**config.mk**
```make
export PLATFORM = sky130hd
export DESIGN_NAME = uart_rx_os
export DESIGN_NICKNAME = d
export VERILOG_FILES = /design/src/rtl/uart_rx_os.sv
export SDC_FILE = /design/constraint.sdc
export NUM_CORES = 1
export LEC_CHECK = 0
export CAP_MARGIN = 40
export CORE_ASPECT_RATIO = 0.8
export CORE_MARGIN = 3
export CORE_UTILIZATION = 40
export CTS_BUF_LIST = sky130_fd_sc_hd__clkbuf_16
export DETAILED_ROUTE_END_ITERATION = 8
export GPL_TIMING_DRIVEN = 0
export PLACE_DENSITY_LB_ADDON = 0.2
export SLEW_MARGIN = 0
export SYNTH_ARGS = -nofsm -noshare
export SYNTH_HDL_FRONTEND = slang
export SYNTH_SLANG_ARGS = --single-unit
```
**constraint.sdc**
```tcl
create_clock -name clk -period 2.1 [get_ports clk]
set_clock_uncertainty 0.05 [all_clocks]
set_input_delay 0.42 -clock clk [delete_from_list [all_inputs] [get_ports clk]]
set_output_delay 0.42 -clock clk [all_outputs]
set_load 0.05 [all_outputs]
```
**src/rtl/uart_rx_os.sv**
```systemverilog
// uart_rx_os: oversampling UART receiver. A 2-flop synchroniser feeds a
// three-sample majority vote per bit. Supports DATA_BITS, optional odd/even
// parity and 1 or 2 stop bits. Completed frames are offered on a valid/ready
// holding register; a frame that arrives while the register is full is
// dropped and the sticky overrun flag is raised.
module uart_rx_os #(
  parameter int CLKS_PER_BIT = 16,
  parameter int DATA_BITS    = 8,
  parameter int PARITY       = 0,
  parameter int STOP_BITS    = 1
) (
  input  logic                 clk,
  input  logic                 rst,
  input  logic                 rx,
  input  logic                 out_ready,
  input  logic                 overrun_clr,
  output logic                 out_valid,
  output logic [DATA_BITS-1:0] out_data,
  output logic                 out_parity_err,
  output logic                 out_frame_err,
  output logic                 overrun,
  output logic                 busy
);

  localparam int M   = CLKS_PER_BIT / 2;
  localparam int SCW = $clog2(CLKS_PER_BIT);
  localparam int BIW = $clog2(DATA_BITS);

  // Sample points inside a bit period: M-1, M, M+1; the vote resolves at M+1.
  localparam logic [SCW-1:0] SC_S0   = SCW'(M - 1);
  localparam logic [SCW-1:0] SC_S1   = SCW'(M);
  localparam logic [SCW-1:0] SC_RES  = SCW'(M + 1);
  localparam logic [SCW-1:0] SC_LAST = SCW'(CLKS_PER_BIT - 1);
  localparam logic [BIW-1:0] BI_LAST = BIW'(DATA_BITS - 1);

  typedef enum logic [2:0] {
    S_IDLE,
    S_START,
    S_DATA,
    S_PAR,
    S_STOP
  } state_t;

  // One received frame: payload plus its two error flags.
  typedef struct packed {
    logic [DATA_BITS-1:0] data;
    logic                 perr;
    logic                 ferr;
  } frame_t;

  logic           rx_m, rx_s, rx_d;
  logic           fall;
  state_t         state_q, state_d;
  logic [SCW-1:0] sc_q, sc_d;
  logic [BIW-1:0] bidx_q, bidx_d;
  logic           stop_q, stop_d;
  logic [1:0]     samp_q;
  logic           vote;
  logic           at_res, at_wrap, last_stop;
  frame_t         frm_q, frm_d;
  logic           commit_q, commit_d;
  frame_t         hold_q;

  // Two-flop synchroniser plus a delayed copy for falling-edge detection.
  always_ff @(posedge clk) begin
    if (rst) begin
      rx_m <= 1'b1;
      rx_s <= 1'b1;
      rx_d <= 1'b1;
    end else begin
      rx_m <= rx;
      rx_s <= rx_m;
      rx_d <= rx_s;
    end
  end

  assign fall    = rx_d & ~rx_s;
  assign at_res  = (sc_q == SC_RES);
  assign at_wrap = (sc_q == SC_LAST);

  // Capture the first two of the three vote samples; the third is rx_s live.
  always_ff @(posedge clk) begin
    if (rst) begin
      samp_q <= 2'b00;
    end else begin
      if (sc_q == SC_S0) samp_q[0] <= rx_s;
      if (sc_q == SC_S1) samp_q[1] <= rx_s;
    end
  end

  assign vote = (samp_q[0] & samp_q[1]) | (samp_q[0] & rx_s) | (samp_q[1] & rx_s);

  // With one stop bit the first stop is also the last one.
  assign last_stop = (STOP_BITS == 1) || stop_q;

  // Receiver state, counters and frame accumulator.
  always_ff @(posedge clk) begin
    if (rst) begin
      state_q  <= S_IDLE;
      sc_q     <= '0;
      bidx_q   <= '0;
      stop_q   <= 1'b0;
      frm_q    <= '0;
      commit_q <= 1'b0;
    end else begin
      state_q  <= state_d;
      sc_q     <= sc_d;
      bidx_q   <= bidx_d;
      stop_q   <= stop_d;
      frm_q    <= frm_d;
      commit_q <= commit_d;
    end
  end

  // Next-state: bit timing, shifting, parity/stop checks and the commit pulse.
  always_comb begin
    state_d  = state_q;
    sc_d     = sc_q;
    bidx_d   = bidx_q;
    stop_d   = stop_q;
    frm_d    = frm_q;
    commit_d = 1'b0;

    if (state_q != S_IDLE) sc_d = at_wrap ? '0 : sc_q + 1'b1;

    case (state_q)
      S_IDLE: begin
        sc_d = '0;
        if (fall) begin
          state_d = S_START;
          bidx_d  = '0;
          stop_d  = 1'b0;
          frm_d   = '0;
        end
      end
      S_START: begin
        // A start bit that votes high was noise: drop back without output.
        if (at_res && vote) begin
          state_d = S_IDLE;
          sc_d    = '0;
        end else if (at_wrap) begin
          state_d = S_DATA;
          bidx_d  = '0;
        end
      end
      S_DATA: begin
        // Shift right so the first (LSB) bit lands at bit 0 after DATA_BITS shifts.
        if (at_res) frm_d.data = {vote, frm_q.data[DATA_BITS-1:1]};
        if (at_wrap) begin
          if (bidx_q == BI_LAST) begin
            state_d = (PARITY != 0) ? S_PAR : S_STOP;
            stop_d  = 1'b0;
          end else begin
            bidx_d = bidx_q + 1'b1;
          end
        end
      end
      S_PAR: begin
        if (at_res) begin
          if (PARITY == 1) frm_d.perr = ~(vote ^ (^frm_q.data));
          else             frm_d.perr =   vote ^ (^frm_q.data);
        end
        if (at_wrap) state_d = S_STOP;
      end
      S_STOP: begin
        if (at_res) begin
          if (!vote) frm_d.ferr = 1'b1;
          // Leave at mid-bit of the last stop so the next start edge is not missed.
          if (last_stop) begin
            state_d  = S_IDLE;
            sc_d     = '0;
            commit_d = 1'b1;
          end
        end
        if (at_wrap && !last_stop) stop_d = 1'b1;
      end
      default: begin
        state_d = S_IDLE;
        sc_d    = '0;
      end
    endcase
  end

  // Output holding register with valid/ready handshake and sticky overrun.
  always_ff @(posedge clk) begin
    if (rst) begin
      out_valid <= 1'b0;
      hold_q    <= '0;
      overrun   <= 1'b0;
    end else begin
      if (commit_q && (!out_valid || out_ready)) begin
        hold_q    <= frm_q;
        out_valid <= 1'b1;
      end else if (out_valid && out_ready) begin
        out_valid <= 1'b0;
      end
      // A drop in the same cycle as a clear still leaves the flag set.
      if (commit_q && out_valid && !out_ready) overrun <= 1'b1;
      else if (overrun_clr)                    overrun <= 1'b0;
    end
  end

  assign out_data       = hold_q.data;
  assign out_parity_err = hold_q.perr;
  assign out_frame_err  = hold_q.ferr;
  assign busy           = (state_q != S_IDLE);

endmodule
```
; Yosys cells after proc, flatten, opt, wreduce, memory -nomap -nowiden
; Index checks and enable logic that the tools add are counted.
[op_classes]
add_sub_neg = 2
n_eq_ne = 21
muxes = 32
n_bitwise = 9
reduce_logical = 24
[ops]
columns = cell, n
row1 = $mux 3, 12
row2 = $ne 2x2->1 const B, 11
row3 = $mux 4, 4
row4 = $pmux 8 s2, 1
row5 = $pmux 3 s5, 1
row6 = $eq 4x4->1 const B, 3
row7 = $pmux 4 s3, 1
row8 = $reduce_and 6->1, 2
row9 = $mux 10, 1
row10 = $reduce_bool 2->1, 5
row11 = $pmux 3 s3, 1
row12 = $mux 1, 8
row13 = $mux 8, 1
row14 = $reduce_xor 8->1, 1
row15 = $eq 3x2->1 const B, 2
row16 = $eq 3x3->1 const B, 2
row17 = $reduce_and 3->1, 2
row18 = $reduce_bool 3->1, 2
row19 = $logic_and 1x1->1, 5
row20 = $add 4x1->4 const B, 1
row21 = $and 1x1->1, 4
row22 = $eq 4x3->1 const B, 1
row23 = $pmux 1 s2, 2
row24 = $reduce_and 4->1, 1
row25 = other kinds (10), 14
[totals]
reg_bits = 38
inputBits = 5
out_inout_bits = 13
word_cells = 105

; Depth between registers and ports, before layout
; Gate-level depths: netlist of the first run.
[depth]
depth_word = 6
mapped_depth = 8
mapped_depth_nobuf = 7

; Worst setup path before layout of the first run
; Ideal clock, no wire load.
[synth_timing]
path_kind = register to register
startpoint = register out_valid
endpoint = register hold_q (netlist bit out_data[0])
setup_ps = 128
arrival_ps = 1442
t_required_ps = 1922
slack_ps = 481
path_stages_with_launch = 6
n_path_buf = 1
synth_period_minus_slack_ps = 1619
path_cell_list = dfxtp_1 nor2b_1 nand2b_1 buf_2 mux2i_1 nor2_1
[synth_via]
elab_chain_cells = 3
[synth_lines]
columns = element, line_no
row1 = from (decl), 17  ; output logic out_valid,
row2 = from (signal assigned), 187  ; out_valid <= 1'b0;
row3 = from (signal assigned), 193  ; out_valid <= 1'b1;
row4 = from (signal assigned), 195  ; out_valid <= 1'b0;
row5 = $logic_not 1->1, 191  ; if (commit_q && (!out_valid || out_ready)) begin
row6 = $logic_or 1x1->1, 191
row7 = $logic_and 1x1->1, 191
row8 = to (signal assigned), 192  ; hold_q <= frm_q;
row9 = to (decl), 62  ; frame_t hold_q;
; Every way passes these cells.
; A chain may end at the register's enable or synchronous reset.

; Worst setup path in the final report of the first run
[layout_timing]
startpoint = register state_q[0]
endpoint = output busy
[layout_via]
elab_chain_cells = 1
[layout_lines]
columns = element, line_no
row1 = from (decl), 53  ; state_t state_q, state_d;
row2 = from (signal assigned), 106  ; state_q <= state_d;
row3 = $reduce_bool 3->1, 206  ; assign busy = (state_q != S_IDLE);
row4 = to (decl), 22  ; output logic busy
; Every way passes these cells.

==> flow_summary.yaml, run 1 <==
status:
  outcome: "finished, final reports clean"
worst_setup_path:
  slowest_stage: "or3_1"
  path_class: "reg2out"
  crit_fanout: 9
  slowest_delay_ps: 380
  worst-path-buf-inv: 3
  crit_family: "buffers and inverters"
  critPathRequiredTime_ps: 1630
  crit_arrival_ps: 1560
  cp-end-kind: "primary output"
  worstSetupStartpointType: "register"
  path_cells: "buf_6, or3_1, buf_6, clkdlybuf4s15_2"
  timing.critical_path.mode_cell: "buf_6"
drt:
  vias: 1336
  first_pass_iters: 5
  detail_route.wl_per_cell_um: 13.1
  drtIter0Drc: 109
  drt-total-wl_um: 3460
  ant_nets: 0
  drc: 0
  vias_per_cell: 5.04
floorplanning:
  initial_core_util: 0.431
  boundaryPins: 18
  placementRows: 20
  core_area_um2: 3930
  die_w_um: 78.7
  die_h_um: 64.2
  dieArea_um2: 5050
synthesis:
  syn_avg_cell_area_um2: 9.10
  yosysUniqueCellTypes: 36
  synth_area_um2: 1690
  muxShareOfSynthArea: 0.0710
  synth_compound_area_frac: 0.105
  synth_xor_area_frac: 0.0495
  yosysSeqAreaShare: 0.449
  synth_top_family_by_area: "simple AND/OR/NAND/NOR gates"
  ys.flop_type: "dfxtp_1"
  synth_seq_cells: 38
  synth_edf_count: 0
  synth_nets: 196
  yosys.area_share.simple: 0.245
  synthAdderAreaFrac: 0.0429
  async_flop_share: 0
  yosysWarnings: 0
  synthCells: 186
clocking:
  clockRootBuffer: "clkbuf_16"
  numCtsBuffers: 5
  cts-htree-levels: 2
  clkLatencyLatePin_ps: 270
  clock_path_buffers: 2
  cts_hold_repair.buffers: 0
  cts_tree: "done"
  post-cts-setup-buffers: 0
  clock-sinks: 38
  cts_resized: 3
  clkTransAtPathRegs_ps: 50
global_route:
  first_global_vias: 1313
  grt_pass1_wl_um: 6170
  track_usage: 0.153
  grt_max_degree: 12
  gr-total-overflow: 0
  antenna_found_initial: 0
final_layout:
  drive_gt1_frac: 0.0857
  area_delta_synth_final_pct: 21.7
  nFillCells: 369
  layout_common_cells: "dfxtp_1 (38), nor2_1 (24), a21oi_1 (20)"
  final_cells: 265
  final_nets: 219
  diodes: 0
  post-route-util: 0.525
  final_common_cell: "dfxtp_1"
sta:
  setup_viol: 0
  fmax_mhz: 492
  hold_violations: 0
  tightest_slew_ps: 639
  min_period_ps: 2030
  relSlewSlack: 0.574
  setup_slack_ps: 67.3
  drv_slew: 0
  hold_slack_ps: 374
  fin_crit_sh: 0.968
  setup-tns-final_ps: 0
  rsz0062_at_grt: "false"
flow_run:
  cap_viol_max_count: 0
placed_design:
  dpl.cell_count: 257
  dp_hpwl_um: 2510
  port_buffers: 16
  pre_cts_ws_ps: -10.3
  place_congestion: 0.799
pwr:
  leakage_nw: 0.815
  cellPowerDensity_nw_per_um2: 719
  irDropWorstVdd_uv: 395
worst_hold_path:
  hold_class: "reg2reg"
-- logic make-up after synthesis --
| logic type | count (synthesis) |
|---|---|
| xor gates and xnor gates | 8 |
| buffers and inverters | 12 |
| muxes | 12 |
| and+or+nand+nor | 80 |
| AOI/OAI and AO/OA | 30 |
| adders and majority gates | 6 |
| DFF | 38 |
-- layer usage --
| layer | wire (um) | track usage | share of wire | vias up |
|---|---|---|---|---|
| li1 | - | - | - | 679 |
| met1 | 1730 | 0.209 | 0.50 | 623 |
| met2 | 1550 | 0.238 | 0.45 | 32 |
| met3 | 178 | 0.0465 | 0.051 | 2 |
| met4 | 8 | 0.0349 | 0.0023 | 0 |
| met5 | 0 | 0 | 0 | - |
-- final cells by class --
cell class	instances	area (um^2)	share of cell area
Clock buffer	5	125	0.0607
Sequential cell	38	761	0.369
Buffer	9	51.3	0.0249
Tap cell	55	68.8	0.0334
Multi-Input combinational cell	136	870	0.422
Clock inverter	3	12.5	0.00607
Timing Repair Buffer	16	161	0.0783
Inverter	3	11.3	0.00546
-- report_power, final --
group          switching [mW]  internal, mW  total [mW]
sequential            0.00271         0.726       0.728
clock                   0.265         0.428       0.693
combinational          0.0366        0.0244      0.0610
total                   0.304          1.18        1.48
-- Yosys cell counts, types with 2 or more instances --
| cell | instances | area (um^2) |
|---|---|---|
| nand3b_1 | 5 | 37.5 |
| nand3_1 | 15 | 75.1 |
| buf_2 | 2 | 10.0 |
| a21oi_1 | 20 | 100 |
| o21ai_1 | 2 | 10.0 |
| inv_1 | 3 | 11.3 |
| or2_2 | 3 | 18.8 |
| nor2_1 | 24 | 90.1 |
| or3_1 | 2 | 12.5 |
| o21ai_0 | 2 | 10.0 |
| nand2_1 | 15 | 56.3 |
| ha_1 | 5 | 62.6 |
| clkbuf_1 | 5 | 18.8 |
| buf_6 | 2 | 22.5 |
| nand2b_1 | 4 | 25.0 |
| mux2i_1 | 12 | 120 |
| dfxtp_1 | 38 | 761 |
| xnor2_1 | 6 | 52.6 |
| nor2b_1 | 4 | 25.0 |
-- registers in the layout, summed over array words and instances (netlist names) --
register and flops:
rx_s 1, state_q 3, rx_m 1, bidx_q 3, rx_d 1, commit_q 1
out_frame_err 1, samp_q 2, overrun 1, out_parity_err 1, out_data 8, out_valid 1
frm_q 10, sc_q 4
-- final timing paths --
kind / startpoint / end / slack [ps] / depth (start not counted)
setup / recovery: state_q[0]$_SDFFE_PP0P_ / busy / 70 / 4
hold / removal: rx_m$_SDFF_PP1_ / rx_s$_SDFF_PP1_ / 370 / 1
setup reg to reg: sc_q[1]$_SDFF_PP0_ / frm_q[8]$_SDFFE_PP0P_ / 220 / 7
hold reg to reg: rx_m$_SDFF_PP1_ / rx_s$_SDFF_PP1_ / 370 / 1
-- through the flow --
step / area [um^2] / total power [mW]
after global placement: 1920 / 0.804
after global routing: 2060 / 1.54
after floorplan: 1690 / 0.787
final: 2060 / 1.48
after CTS: 2060 / 1.49
after detailed placement: 1920 / 0.805
Note: power is estimated with default switching activity, not from simulation.
==> inputs of run 2 (changes only) <==
- CAP_MARGIN: 40 -> 10
- CTS_CLUSTER_DIAMETER: not set -> 100
==> results of run 2 <==
Same layout as run 1: the final DEF is identical, and so are final timing and power.
==> inputs of run 3 (changes only) <==
- PLACE_DENSITY_LB_ADDON: 0.2 -> not set
==> flow_summary.yaml, run 3 (synthesized netlist as in run 1, its figures left out) <==
placed_design:
  place_congestion: 0.772
  port_buffers: 16
  place_area_um2: 1920
  pre_cts_ws_ps: -6.71
  dp_hpwl_um: 2400
drt:
  vias_per_cell: 4.99
  drtIter0Drc: 52
  ant_nets: 0
  drt-total-wl_um: 3360
  drc: 0
  detail_route.wl_per_cell_um: 12.8
  first_pass_iters: 4
  vias: 1313
worst_setup_path:
  slowest_stage: "or3_1"
  crit_fanout: 9
  r2r_slack_ps: 220
  path_class: "reg2out"
  timing.critical_path.mode_cell: "buf_6"
  critPathRequiredTime_ps: 1630
  cp-end-kind: "primary output"
  path_cells: "buf_6, or3_1, buf_6, clkdlybuf4s15_2"
  slowest_delay_ps: 380
  worstSetupStartpointType: "register"
  worst-path-buf-inv: 3
  crit_family: "buffers and inverters"
  crit_arrival_ps: 1560
floorplanning:
  placementRows: 20
  core_area_um2: 3930
  die_w_um: 78.7
  die_h_um: 64.2
  dieArea_um2: 5050
  boundaryPins: 18
  initial_core_util: 0.431
final_layout:
  drive_gt1_frac: 0.0817
  layout_common_cells: "dfxtp_1 (38), nor2_1 (24), a21oi_1 (20)"
  post-route-util: 0.522
  final_nets: 219
  diodes: 0
  stdcell_area_um2: 2050
  final_common_cell: "dfxtp_1"
  largest_reg_flops: 10
  largest-register: "frm_q"
  area_delta_synth_final_pct: 21.2
status:
  outcome: "finished, final reports clean"
flow_run:
  cap_viol_max_count: 0
clocking:
  cts_tree: "done"
  clockRootBuffer: "clkbuf_16"
  clock-sinks: 38
  clkLatencyLatePin_ps: 270
  cts-htree-levels: 2
  clock_path_buffers: 2
  post-cts-setup-buffers: 0
  numCtsBuffers: 5
  clkTransAtPathRegs_ps: 50
pwr:
  total_power_mw: 1.46
  clkPwrFrac: 0.460
  cellPowerDensity_nw_per_um2: 713
  power.switching_mw: 0.292
  p_sw_frac: 0.200
  irDropWorstVdd_uv: 403
  leakage_nw: 0.806
  seqPwrFrac: 0.498
  p_int_mw: 1.17
  power_frac_comb: 0.042
sta:
  tightest_slew_ps: 631
  rsz0062_at_grt: "false"
  setup_slack_ps: 66.9
  setup_viol: 0
  min_period_ps: 2030
  fmax_mhz: 492
  setup-tns-final_ps: 0
  relSlewSlack: 0.580
  hold_violations: 0
  drv_slew: 0
  fin_crit_sh: 0.968
global_route:
  track_usage: 0.141
  grt.met3_usage: 0.0380
  first_global_vias: 1170
  busiest_layer: "met2"
  use_met2: 0.202
  antenna_found_initial: 0
  use_met1: 0.202
  grt_pass1_wl_um: 5640
  grt_max_degree: 11
  gr-total-overflow: 0
worst_hold_path:
  hold_class: "reg2reg"
-- run 3: changes by cell type in the layout (fill, tap and decap cells not counted), sizes merged --
cell	previous run	this run
inv	4	3
clkinv	2	1
-- run 3: worst paths after layout --
path                                start                     to  depth (start not counted)
setup / recovery  state_q[0]$_SDFFE_PP0P_                   busy                          4
setup reg to reg       sc_q[1]$_SDFF_PP0_  frm_q[2]$_SDFFE_PP0P_                          7
hold / removal            rx_m$_SDFF_PP1_        rx_s$_SDFF_PP1_                          1
hold reg to reg           rx_m$_SDFF_PP1_        rx_s$_SDFF_PP1_                          1
-- run 3: layer usage --
metal  wire [um]  up-vias
li1            -      680
met1        1770      595
met2        1400       31
met3         134        7
met4          49        0
met5           0        -
-- run 3: stage by stage --
stage	hold slack [ps]	std cells
after detailed placement	360	257
after CTS	377	263
after global routing	387	263
after floorplan	339	186
after global placement	353	257
final	374	263
-- run 3: final cells by class --
class                      instances  area (um^2)
buffer                             9         51.3
clock buffer                       5          125
fill                             384         1880
multi-input combinational        136          870
clock inverter                     1         3.75
timing repair buffer              16          161
tap                               55         68.8
inverter                           3         11.3
sequential                        38          761
-- run 3: timing repair --
action,4_1_cts,5_1_grt
resized for setup,3,0
hold buffers,0,0
setup endpoints to repair,1,0
-- run 3: power groups by stage --
stage,registers (mW),clock network (mW),logic [mW]
after global routing,0.729,0.715,0.0665
final,0.729,0.673,0.0613
after detailed placement,0.744,0,0.0610
after global placement,0.744,0,0.0601
after floorplan,0.743,0,0.0436
after CTS,0.729,0.689,0.0613
-- run 3: worst reg2reg max path, cell delays in order, from the launching register on --
cell,delay (ps)
dfxtp_1,350
inv_1,90
ha_1,180
and3b_1,150
clkbuf_1,170
a21oi_1,540
nand2_1,150
a21oi_1,140
